<file path="config.mk">
export PLATFORM = sky130hd
export DESIGN_NAME = sampler_flat
export DESIGN_NICKNAME = d
export VERILOG_FILES = /design/src/rtl/sampler_if.sv /design/src/rtl/sampler.sv /design/src/flat_wrapper.sv
export SDC_FILE = /design/constraint.sdc
export NUM_CORES = 1
export LEC_CHECK = 0
export BUFFER_PORTS_ARGS = -buffer_cell sky130_fd_sc_hd__buf_2
export CAP_MARGIN = 40
export CELL_PAD_IN_SITES_DETAIL_PLACEMENT = 1
export CELL_PAD_IN_SITES_GLOBAL_PLACEMENT = 1
export CORE_MARGIN = 2
export CORE_UTILIZATION = 34
export CTS_CLUSTER_SIZE = 16
export DETAILED_ROUTE_END_ITERATION = 7
export PLACE_DENSITY = 0.67
export SYNTH_ARGS = -nofsm -noshare
export SYNTH_HDL_FRONTEND = slang
export SYNTH_SLANG_ARGS = --single-unit
</file>
<file path="constraint.sdc">
create_clock -name clk -period 1.7 [get_ports clk]
set_input_delay 0.085 -clock clk [delete_from_list [all_inputs] [get_ports clk]]
set_output_delay 0.085 -clock clk [all_outputs]
set_load 0.05 [all_outputs]
</file>
<file path="src/rtl/sampler_if.sv">
// sampler_if: RX sampler signal bundle.
// master = serial front end / CDR side (drives Serial and phase_sel);
// slave  = the sampler itself (drives the bang-bang triple and flags).
interface sampler_if #(
  parameter int OSR = 4
);
  localparam int PW = $clog2(OSR);

  logic          Serial;
  logic [PW-1:0] phase_sel;
  logic          Dn_1;
  logic          Pn;
  logic          Dn;
  logic          sample_vld;
  logic          early;
  logic          late;

  modport master (
    output Serial,
    output phase_sel,
    input  Dn_1,
    input  Pn,
    input  Dn,
    input  sample_vld,
    input  early,
    input  late
  );

  modport slave (
    input  Serial,
    input  phase_sel,
    output Dn_1,
    output Pn,
    output Dn,
    output sample_vld,
    output early,
    output late
  );
endinterface

</file>
<file path="src/rtl/sampler.sv">
// sampler: oversampled RX data/edge sampler producing the Alexander
// bang-bang triple (Dn_1, Pn, Dn) plus early/late phase flags.
//
// One UI spans OSR clock cycles (OSR a power of two, >= 4). A free-running
// phase counter selects one data strobe and one edge strobe per UI. The
// "edge where cnt == X" is the rising edge at which cnt takes the value X,
// so the decisions below are made on the counter's next value. The active
// data phase only changes at a UI boundary (the edge leaving cnt == OSR-1),
// so a mid-UI phase_sel change can neither skip nor double a strobe.
//
// Optional feature macro: SAMPLER_SYNC_EN
//   defined     -> Serial passes through a two-flop synchronizer first
//                  (all capture phases see the input 2 cycles later)
//   not defined -> Serial is sampled directly
module sampler #(
  parameter int OSR = 4
) (
  input  logic       clk,
  input  logic       rst_n,
  sampler_if.slave   bus
);
  localparam int          PW   = $clog2(OSR);
  localparam logic [PW-1:0] LAST = PW'(OSR - 1);
  localparam logic [PW-1:0] HALF = PW'(OSR / 2);

  logic [PW-1:0] cnt;
  logic [PW-1:0] ph_q;
  logic [PW-1:0] cnt_next;
  logic [PW-1:0] ph_next;
  logic          data_hit;
  logic          edge_hit;
  logic          s;
  logic          e_q;

  logic          d_prev;
  logic          p_edge;
  logic          d_cur;
  logic          vld;
  logic          early_q;
  logic          late_q;

`ifdef SAMPLER_SYNC_EN
  logic sync_1;
  logic sync_2;

  // Two-flop synchronizer on the raw serial pin
  always_ff @(posedge clk or negedge rst_n) begin
    if (!rst_n) begin
      sync_1 <= 1'b0;
      sync_2 <= 1'b0;
    end else begin
      sync_1 <= bus.Serial;
      sync_2 <= sync_1;
    end
  end

  assign s = sync_2;
`else
  assign s = bus.Serial;
`endif

  // Next counter / phase values and the strobe decisions derived from them.
  // Edge phase wraps naturally through PW-bit overflow.
  always_comb begin
    cnt_next = cnt + PW'(1);
    ph_next  = ph_q;
    if (cnt == LAST) begin
      ph_next = bus.phase_sel;
    end
    data_hit = (cnt_next == ph_next);
    edge_hit = (cnt_next == (ph_next + HALF));
  end

  // Phase counter and boundary-aligned phase register
  always_ff @(posedge clk or negedge rst_n) begin
    if (!rst_n) begin
      cnt  <= '0;
      ph_q <= '0;
    end else begin
      cnt  <= cnt_next;
      ph_q <= ph_next;
    end
  end

  // Mid-UI edge sample
  always_ff @(posedge clk or negedge rst_n) begin
    if (!rst_n) begin
      e_q <= 1'b0;
    end else if (edge_hit) begin
      e_q <= s;
    end
  end

  // Data strobe: shift the triple and decide early/late in one step.
  // A glitch (Dn_1 == Dn, Pn different) leaves both flags low.
  always_ff @(posedge clk or negedge rst_n) begin
    if (!rst_n) begin
      d_prev  <= 1'b0;
      p_edge  <= 1'b0;
      d_cur   <= 1'b0;
      vld     <= 1'b0;
      early_q <= 1'b0;
      late_q  <= 1'b0;
    end else begin
      vld <= data_hit;
      if (data_hit) begin
        d_prev  <= d_cur;
        p_edge  <= e_q;
        d_cur   <= s;
        late_q  <= (d_cur != e_q) && (e_q == s);
        early_q <= (e_q != s) && (d_cur == e_q);
      end
    end
  end

  assign bus.Dn_1       = d_prev;
  assign bus.Pn         = p_edge;
  assign bus.Dn         = d_cur;
  assign bus.sample_vld = vld;
  assign bus.early      = early_q;
  assign bus.late       = late_q;
endmodule

</file>
<file path="src/flat_wrapper.sv">
// flat-port wrapper written by rule: the top's interface ports become plain ports
module sampler_flat 
#(
  parameter int OSR = 4
)
  (clk, rst_n, bus_Serial, bus_phase_sel, bus_Dn_1, bus_Pn, bus_Dn, bus_sample_vld, bus_early, bus_late);
  sampler_if #(.OSR(OSR)) bus_i ();
  input  logic clk;
  input  logic rst_n;
  input wire logic [$bits(bus_i.Serial)-1:0] bus_Serial;
  input wire logic [$bits(bus_i.phase_sel)-1:0] bus_phase_sel;
  output wire logic [$bits(bus_i.Dn_1)-1:0] bus_Dn_1;
  output wire logic [$bits(bus_i.Pn)-1:0] bus_Pn;
  output wire logic [$bits(bus_i.Dn)-1:0] bus_Dn;
  output wire logic [$bits(bus_i.sample_vld)-1:0] bus_sample_vld;
  output wire logic [$bits(bus_i.early)-1:0] bus_early;
  output wire logic [$bits(bus_i.late)-1:0] bus_late;
  assign bus_i.Serial = bus_Serial;
  assign bus_i.phase_sel = bus_phase_sel;
  assign bus_Dn_1 = bus_i.Dn_1;
  assign bus_Pn = bus_i.Pn;
  assign bus_Dn = bus_i.Dn;
  assign bus_sample_vld = bus_i.sample_vld;
  assign bus_early = bus_i.early;
  assign bus_late = bus_i.late;
  sampler #(.OSR(OSR)) u_core (.clk(clk), .rst_n(rst_n), .bus(bus_i));
endmodule
</file>
==> flow_summary.yaml <==
worst_hold_path:
  hold_depth: 3
  min_path_type: "primary input to flop"
power:
  pwr-share-clk: 0.248
  power_frac_comb: 0.299
  p_int_uw: 457
  p_leak_nw: 0.303
  powerDensity_mw_per_mm2: 1140
  p_switching_uw: 245
  ir_drop_uv: 387
  seqPwrFrac: 0.453
  power_switching_share: 0.349
global_routing:
  grt_max_degree: 12
  overflow: 0
  gr-usage-all-layers: 0.138
  antenna_found_initial: 0
  grt_pass1_wl_um: 1350
  grt_pass1_vias: 313
timing:
  worst_slew_pin_slew_ps: 333
  max_freq_mhz: 581
  finalHoldViolCount: 0
  period_minus_slack_ps: 1720
  setup_viol: 5
  setup_ws_ps: -22.5
  slew_headroom: 0.777
  slew_viol_final: 0
  rsz0062_at_grt: "true"
  period_share: 1.01
  skew_ps: 2.09
drt:
  via_per_inst: 4.60
  vias: 299
  final_antenna_net_count: 0
  drt-total-wl_um: 894
  route.detailed.drc: 0
  first_pass_iters: 2
  wl_per_cell_um: 13.8
  drtIter0Drc: 1
synth:
  synth_compound_area_frac: 0.0214
  synth_top_area_share: 0.590
  ys_ff_latch: 11
  ys_warn_count: 0
  syn_inst: 34
  synth_xor_area_frac: 0.0536
  synth_fa_ha_area_frac: 0.0268
  synth_fp_nets: 40
  syn_area_um2: 467
  synth_top_family_by_area: "multiplexers"
  avgSynthCellArea_um2: 13.7
  synth.area.mux_share: 0.206
  synthSimpleGateAreaFrac: 0.0858
  synth_area_leaders: "dfrtp_1, mux2_2, mux2_4"
  yosysTopAreaCell: "dfrtp_1"
  yosysSeqAreaShare: 0.590
  yosysUniqueCellTypes: 13
cells_and_area:
  drive_gt1_frac: 0.500
  stdcell_count: 65
  antenna_cells: 0
  nNetsFinal: 57
  n_fill_cell: 145
  final_util: 0.478
  syn2layout_area_growth_pct: 31.6
placement:
  gp_congestion: 0.693
  io_buffers: 10
  dp.cells: 59
  dp_hpwl_um: 675
die:
  die_area_mm2: 0.00169
  fp.dieW_um: 41.1
  io_pins: 11
  die_h_um: 41.1
  start_util: 0.363
  fp.coreArea_mm2: 0.00128
  row_count: 13
outcome:
  violations: "setup timing"
  outcome: "finished with violations"
worst_setup_path:
  start_kind: "flop"
  path_class: "flop to flop"
  slowest_stage: "dfrtp_1"
  end_kind: "flop"
  crit_path_cell_trace: "ha_4, mux2_4, xor2_2, nor2_4, mux2_4"
  critical_path.max_fanout: 6
  cp_top_family: "multiplexers"
  max_stage_delay_ps: 410
  critPathBufInv: 0
  crit_top_cell: "mux2_4"
  worstRegToRegCells: 5
  crit_required_ps: 1850
  critPathArrivalTime_ps: 1870
  path_depth: 5
clock_tree:
  clk-insertion-delay-late_ps: 270
  cts_buffers: 3
  clock-root-buffer: "clkbuf_4"
  cts_tree: "yes"
  clock_path_buffers: 2
  h-tree-depth: 1
  clkSinkCount: 11
  clk_pin_slew_worst_paths_ps: 70
flow_run:
  drv_cap: 0
[per-layer routing]
| layer | routed length, um | track usage |
|---|---|---|
| met5 | 0 | 0 |
| met4 | 17 | 0.125 |
| met3 | 44 | 0.0489 |
| met2 | 454 | 0.215 |
| met1 | 377 | 0.144 |
[through the flow]
step	area [um2]	TNS (ps)	setup slack (ps)	hold WS [ps]	total power, mW
floorplan	467	0	33.2	-211	0.462
global route	614	-378	-76.7	76.7	0.741
CTS	588	-262	-63.3	72.8	0.697
detailed placement	536	-357	-76.0	-35.6	0.516
finish	614	-100	-22.5	66.5	0.702
global placement	536	-83.5	-20.3	-42.8	0.506
[cell usage after synthesis]
library cell / n
nand2b_1: 1
mux2_2: 5
nand2_1: 4
o21ai_0: 2
nor2_4: 1
mux2i_1: 1
mux2_4: 2
nor2_1: 2
dfrtp_1: 11
ha_1: 1
xnor2_1: 1
xor2_2: 1
inv_1: 2
[state kept, by name (all words and copies together), names as in the netlist]
register / count
u_core.cnt: 2
u_core.ph_q: 2
u_core.bus.Dn: 1
u_core.bus.Dn_1: 1
u_core.bus.Pn: 1
u_core.bus.early: 1
u_core.bus.late: 1
u_core.bus.sample_vld: 1
u_core.e_q: 1
[placed cells by master, fill, tap and decap left out]
master / instances
dfrtp_1: 11
buf_2: 10
mux2_4: 7
nand2_1: 4
clkbuf_4: 3
inv_1: 2
nor2_1: 2
o21ai_0: 2
mux2i_2: 1
xnor2_1: 1
xor2_2: 1
nor2_4: 1
nand2b_1: 1
ha_4: 1
clkbuf_1: 1
dlygate4sd3_1: 1
buf_4: 1
[repair_timing]
item,in CTS,in global routing
endpoints found under the setup margin,6,6
pin swaps,2,1
setup buffers,0,1
hold buffers,1,0
endpoints found under the hold margin,11,0
gates resized for setup,3,5
[cells by family (layout without fill, tap and decap cells)]
family | count (synthesis) | in the layout
buf+inv | 2 | 18
xor+xnor | 2 | 2
mux | 8 | 8
simple gates | 8 | 8
compound gates | 2 | 2
flops | 11 | 11
fa+ha+maj | 1 | 1
[power by group through the flow]
stage | clock, mW | combinational, mW | sequential, mW
2_1_floorplan | 0 | 0.0488 | 0.413
3_3_place_gp | 0 | 0.188 | 0.319
3_5_place_dp | 0 | 0.193 | 0.323
4_1_cts | 0.183 | 0.197 | 0.317
5_1_grt | 0.195 | 0.223 | 0.323
6_report | 0.174 | 0.210 | 0.318
[cell type report]
type	count	area, um2	share of cell area
Inverter	2	7.51	0.0122
Timing Repair Buffer	12	67.6	0.110
Sequential cell	11	275	0.448
Clock buffer	4	26.3	0.0428
Multi-Input combinational cell	21	219	0.356
Tap cell	15	18.8	0.0305
[worst register-to-register path: stages, from the launching register on]
cell	delay (ps)
dfrtp_1	410
ha_4	190
mux2_4	310
xor2_2	170
nor2_4	210
mux2_4	330
[final timing paths]
kind                                   from               to  slack (ps)
min in group asynchronous             rst_n  u_core.bus.late         210
setup reg to reg              u_core.cnt[0]    u_core.bus.Dn         -20
max in group asynchronous             rst_n   u_core.ph_q[1]        1300
hold reg to reg             u_core.bus.Dn_1  u_core.bus.Dn_1         510
setup / recovery              u_core.cnt[0]    u_core.bus.Dn         -20
hold / removal             bus_phase_sel[0]   u_core.ph_q[0]          70
Power figures use the tool's default switching activity.
